[config.mk]
export PLATFORM = sky130hd
export DESIGN_NAME = muxn_reg_flat
export DESIGN_NICKNAME = d
export VERILOG_FILES = /design/src/rtl/muxn_reg_if.sv /design/src/rtl/muxn_reg.sv /design/src/flat_wrapper.sv
export SDC_FILE = /design/constraint.sdc
export NUM_CORES = 1
export LEC_CHECK = 0
export CORE_MARGIN = 2
export CORE_UTILIZATION = 46
export CTS_CLUSTER_SIZE = 16
export DETAILED_ROUTE_END_ITERATION = 7
export PLACE_DENSITY = 0.83
export SKIP_LAST_GASP = 1
export SYNTH_ARGS = -nofsm -noshare
export SYNTH_HDL_FRONTEND = slang
export SYNTH_SLANG_ARGS = --single-unit
[constraint.sdc]
create_clock -name clk -period 2.8 [get_ports clk]
set_input_delay 0.42 -clock clk [delete_from_list [all_inputs] [get_ports clk]]
set_output_delay 0.42 -clock clk [all_outputs]
set_load 0.1 [all_outputs]
[src/rtl/muxn_reg_if.sv]
// Bundle of data, select-request and output signals between muxn_reg and its environment.
// Ports: master drives d/sel_in/sel_load and observes sel_cur/sel_busy/sel_err/z/z_valid;
//        slave (the mux) is the mirror image. SELW = max(1, clog2(NCH)).
interface muxn_reg_if #(
    parameter int WIDTH = 8,
    parameter int NCH   = 4
);
    localparam int SELW = (NCH > 2) ? $clog2(NCH) : 1;

    logic [NCH*WIDTH-1:0] d;
    logic [SELW-1:0]      sel_in;
    logic                 sel_load;
    logic [SELW-1:0]      sel_cur;
    logic                 sel_busy;
    logic                 sel_err;
    logic [WIDTH-1:0]     z;
    logic                 z_valid;

    modport master (
        output d, sel_in, sel_load,
        input  sel_cur, sel_busy, sel_err, z, z_valid
    );

    modport slave (
        input  d, sel_in, sel_load,
        output sel_cur, sel_busy, sel_err, z, z_valid
    );
endinterface

[src/rtl/muxn_reg.sv]
// NCH-channel WIDTH-bit mux with registered output and break-before-make select switching.
// Latency: d to z is 1 cycle; an accepted switch blanks z_valid for 1+SETTLE_CYC cycles.
// Backpressure: requests are ignored while sel_busy is high; out-of-range requests pulse sel_err.
// Ports: clk, rst (async, active-high), bus (muxn_reg_if.slave: d, sel_in, sel_load,
//        sel_cur, sel_busy, sel_err, z, z_valid).
// Option: define MUXN_HOLD_LAST_EN to hold the last RUN value on z during the blank window
//         instead of forcing it to zero.
module muxn_reg #(
    parameter int WIDTH      = 8,
    parameter int NCH        = 4,
    parameter int SETTLE_CYC = 2,
    parameter int RST_SEL    = 0
) (
    input  logic        clk,
    input  logic        rst,
    muxn_reg_if.slave   bus
);
    localparam int SELW = (NCH > 2) ? $clog2(NCH) : 1;

    localparam logic [1:0] RUN    = 2'd0;
    localparam logic [1:0] BLANK  = 2'd1;
    localparam logic [1:0] SETTLE = 2'd2;

    // One extra bit so the range check works even when NCH is a power of two.
    localparam logic [SELW:0]   NCH_W     = (SELW+1)'(NCH);
    localparam logic [SELW-1:0] RST_SEL_W = SELW'(RST_SEL);
    localparam logic [7:0]      SETTLE_W  = 8'(SETTLE_CYC);

    logic [1:0]       state;
    logic [SELW-1:0]  sel_cur_q;
    logic [SELW-1:0]  pending;
    logic [7:0]       cnt;
    logic [WIDTH-1:0] z_q;
    logic             z_valid_q;
    logic             err_q;

    logic [WIDTH-1:0] cur_dat;
    logic [WIDTH-1:0] pend_dat;
    logic [WIDTH-1:0] blank_dat;
    logic             req_oor;
    logic             req_switch;

    // One-hot style decode: exactly one channel can match, so z is never a blend.
    always_comb begin
        cur_dat  = '0;
        pend_dat = '0;
        for (int i = 0; i < NCH; i++) begin
            if (sel_cur_q == SELW'(i)) cur_dat  = bus.d[i*WIDTH +: WIDTH];
            if (pending   == SELW'(i)) pend_dat = bus.d[i*WIDTH +: WIDTH];
        end
    end

`ifdef MUXN_HOLD_LAST_EN
    assign blank_dat = z_q;
`else
    assign blank_dat = '0;
`endif

    assign req_oor    = bus.sel_load && ({1'b0, bus.sel_in} >= NCH_W);
    assign req_switch = bus.sel_load && !req_oor && (bus.sel_in != sel_cur_q);

    always_ff @(posedge clk or posedge rst) begin
        if (rst) begin
            state     <= RUN;
            sel_cur_q <= RST_SEL_W;
            pending   <= RST_SEL_W;
            cnt       <= 8'd0;
            z_q       <= '0;
            z_valid_q <= 1'b0;
            err_q     <= 1'b0;
        end else begin
            err_q <= 1'b0;
            case (state)
                RUN: begin
                    if (req_switch) begin
                        pending   <= bus.sel_in;
                        state     <= BLANK;
                        z_q       <= blank_dat;
                        z_valid_q <= 1'b0;
                    end else begin
                        // Same-channel and out-of-range requests leave the data path running.
                        err_q     <= req_oor;
                        z_q       <= cur_dat;
                        z_valid_q <= 1'b1;
                    end
                end
                BLANK: begin
                    sel_cur_q <= pending;
                    cnt       <= SETTLE_W;
                    if (SETTLE_CYC == 0) begin
                        // Old sel_cur is still registered here, so route from pending.
                        state     <= RUN;
                        z_q       <= pend_dat;
                        z_valid_q <= 1'b1;
                    end else begin
                        state     <= SETTLE;
                        z_q       <= blank_dat;
                        z_valid_q <= 1'b0;
                    end
                end
                SETTLE: begin
                    cnt <= cnt - 8'd1;
                    if (cnt <= 8'd1) begin
                        state     <= RUN;
                        z_q       <= cur_dat;
                        z_valid_q <= 1'b1;
                    end else begin
                        z_q       <= blank_dat;
                        z_valid_q <= 1'b0;
                    end
                end
                default: begin
                    state     <= RUN;
                    z_q       <= '0;
                    z_valid_q <= 1'b0;
                end
            endcase
        end
    end

    assign bus.sel_cur  = sel_cur_q;
    assign bus.sel_busy = (state != RUN);
    assign bus.sel_err  = err_q;
    assign bus.z        = z_q;
    assign bus.z_valid  = z_valid_q;
endmodule

[src/flat_wrapper.sv]
// flat-port wrapper written by rule: the top's interface ports become plain ports
module muxn_reg_flat 
#(
    parameter int WIDTH      = 8,
    parameter int NCH        = 4,
    parameter int SETTLE_CYC = 2,
    parameter int RST_SEL    = 0
)
  (clk, rst, bus_d, bus_sel_in, bus_sel_load, bus_sel_cur, bus_sel_busy, bus_sel_err, bus_z, bus_z_valid);
  muxn_reg_if #(.WIDTH(WIDTH), .NCH(NCH)) bus_i ();
  input  logic clk;
  input  logic rst;
  input wire logic [$bits(bus_i.d)-1:0] bus_d;
  input wire logic [$bits(bus_i.sel_in)-1:0] bus_sel_in;
  input wire logic [$bits(bus_i.sel_load)-1:0] bus_sel_load;
  output wire logic [$bits(bus_i.sel_cur)-1:0] bus_sel_cur;
  output wire logic [$bits(bus_i.sel_busy)-1:0] bus_sel_busy;
  output wire logic [$bits(bus_i.sel_err)-1:0] bus_sel_err;
  output wire logic [$bits(bus_i.z)-1:0] bus_z;
  output wire logic [$bits(bus_i.z_valid)-1:0] bus_z_valid;
  assign bus_i.d = bus_d;
  assign bus_i.sel_in = bus_sel_in;
  assign bus_i.sel_load = bus_sel_load;
  assign bus_sel_cur = bus_i.sel_cur;
  assign bus_sel_busy = bus_i.sel_busy;
  assign bus_sel_err = bus_i.sel_err;
  assign bus_z = bus_i.z;
  assign bus_z_valid = bus_i.z_valid;
  muxn_reg #(.WIDTH(WIDTH), .NCH(NCH), .SETTLE_CYC(SETTLE_CYC), .RST_SEL(RST_SEL)) u_core (.clk(clk), .rst(rst), .bus(bus_i));
endmodule
==> flow_summary.toml <==
[clock_network]
post_cts_buffers = 0
htreeDepth = 1
cts_hold_buf = 0
numCtsBuffers = 3
clk_pin_slew_ns = 0.13
cts_root_buf = "clkbuf_4"
cts_tree = "done"
post_cts_resized = 0
cts_sinks = 23
clockBufferDepth = 2
clk_latency_ns = 0.31

[synth]
synth.distinct_cells = 32
avgSynthCellArea_um2 = 12.0
yosysWarnings = 0
seq_area_frac_synth = 0.447
syn-num-nets = 150
synth_area_um2 = 1290
synthCells = 107
ys_seq_elements = 23

[timing]
finClkSkew_ns = 0.00578
fmaxAchievable_mhz = 515
period_needed_ns = 1.94
tightest_slew_ns = 0.837
setup_viol = 0
drv_slew = 0
final.setup.tns_ns = 0
rsz0062_at_grt = "no"
hold_ws_ns = 0.524
slew_headroom = 0.441
hold_viol = 0
fin_crit_sh = 0.694

[setup_path]
r2r_setup_slack_ns = 0.86
end_kind = "register"
crit_type = "register to register"
slowest_stage = "dfrtp_1"
cp_max_fo = 11
worst_path_largest_cell_delay_ns = 0.73
cp-start-kind = "register"
critPathRequiredTime_ns = 2.98
cp_data_arrival_time_ns = 2.12
path_cells = "xor2_1, o21ai_0, a21oi_1, nor2b_1"

[layout]
area_growth_pct = 38.3
layoutNonFillerInstCount = 186
drive_above_1_share = 0.213
final_cell_mix = "clkdlybuf4s50_1 (36), dfrtp_1 (23), buf_4 (12)"
antennaDiodeCount = 0
final_common_cell = "clkdlybuf4s50_1"
nets = 199

[power]
ir_drop_mv = 1.25
power_mw = 2.18
leakagePower_nw = 0.791
power_density_nw_per_um2 = 1230

[die]
initial_core_util = 0.475
dieArea_um2 = 3240
die_h_um = 56.9
coreArea_um2 = 2710
dieWidth_um = 56.9
std_cell_rows = 19
pin_count = 50

[detailed_routing]
firstDrtPassIters = 4
wl_per_cell_um = 15.4
num_vias = 1008
antenna_left = 0
drt_iter0_markers = 13
wl_mm = 2.86
viasPerCell = 5.42
drc = 0

[grt]
track_usage = 0.186
grt_pass1_wl_mm = 4.63
grt-ovfl-total = 0
first_global_vias = 987
antenna_found_initial = 0
grt_start_max_net_pins = 24

[run_status]
status = "finished, final reports clean"

[placement]
port_buffers = 48
place_hpwl_mm = 2.32
gp_congestion = 0.784
placed_cells = 182

[run]
drv_cap = 0

[hold_path]
hold_path.class = "register to register"
## metal layers
layer,part of all wire,wire [um],vias up,GRT usage
met5,0,0,-,0
met4,0.024,69,0,0.0764
met3,0.031,90,8,0.0415
met2,0.52,1480,24,0.291
met1,0.43,1230,497,0.250
li1,-,-,479,-
## path summary, 6_finish.rpt
check,startpoint,end,cells after the start
max in group asynchronous,rst,u_core.cnt[2],2
worst max-delay path,u_core.bus.sel_cur[0],u_core.bus.z[6],4
min in group asynchronous,rst,u_core.bus.z_valid,2
worst max register to register,u_core.bus.sel_cur[0],u_core.bus.z[6],4
worst min register to register,u_core.pending[0],u_core.pending[0],1
worst min-delay path,u_core.pending[0],u_core.pending[0],1
## synthesized netlist by cell type, drive strengths merged
cell / instances / area share
o22ai: 1 / 0.0049
buf: 3 / 0.016
a21boi: 1 / 0.0088
clkbuf: 1 / 0.0029
mux4: 8 / 0.14
ha: 6 / 0.058
dfrtp: 23 / 0.45
a22o: 1 / 0.0068
nand2b: 2 / 0.0097
nand2: 3 / 0.0088
nor3: 3 / 0.012
conb: 1 / 0.0029
o31ai: 1 / 0.017
nand3: 2 / 0.0078
a21o: 2 / 0.012
o21ai: 7 / 0.027
inv: 9 / 0.026
mux2: 5 / 0.044
nor4: 2 / 0.0097
a31oi: 1 / 0.0049
nor2: 5 / 0.015
a21oi: 2 / 0.0078
o2bb2ai: 1 / 0.0068
nor2b: 9 / 0.044
o311ai: 2 / 0.019
or3: 3 / 0.022
xor2: 2 / 0.014
nor3b: 1 / 0.0058
## layout make-up
| type | count | area [um^2] |
|---|---|---|
| clock inverter | 1 | 5.00 |
| inverter | 9 | 33.8 |
| timing repair buffer | 48 | 450 |
| clock buffer | 3 | 22.5 |
| fill | 214 | 931 |
| tap | 31 | 38.8 |
| sequential | 23 | 576 |
| multi-input combinational | 71 | 653 |
## registers in the layout (all words and copies together) (netlist names)
signal and cells:
u_core.bus.sel_cur 2, u_core.bus.z 8, u_core.bus.z_valid 1, u_core.cnt 8
u_core.pending 2, u_core.state 2
## cells by family (layout without fill, tap and decap cells)
kind of cell / after synthesis / in the layout / synth area share
fa+ha+maj: 6 / 6 / 0.0584
compound gates: 19 / 19 / 0.115
other cells: 1 / 1 / 0.00292
simple gates: 30 / 30 / 0.134
xor+xnor: 2 / 2 / 0.0136
buf+inv: 13 / 61 / 0.0447
flops: 23 / 23 / 0.447
mux: 13 / 13 / 0.184
## stage by stage
stage | util | area [um^2] | setup WS (ns)
3_3_place_gp | 0.646 | 1750 | 0.778
3_5_place_dp | 0.646 | 1750 | 0.687
2_1_floorplan | - | 1290 | 0.596
4_1_cts | 0.657 | 1780 | 0.829
5_1_grt | 0.657 | 1780 | 0.642
6_report | 0.657 | 1780 | 0.857
## power by group
part | switching, mW | internal, mW | total, mW
clock network | 0.103 | 0.0534 | 0.156
logic | 0.981 | 0.455 | 1.44
registers | 0.130 | 0.461 | 0.592
total | 1.21 | 0.970 | 2.18
## worst max-delay path: cells and delay by family, from the launching register on
kind | cells | cell delay [ns]
AO/OA/AOI/OAI | 2 | 0.77
flip-flops | 1 | 0.73
XOR/XNOR | 1 | 0.18
AND/OR/NAND/NOR | 1 | 0.12
Note: power is estimated with default switching activity, not from simulation.
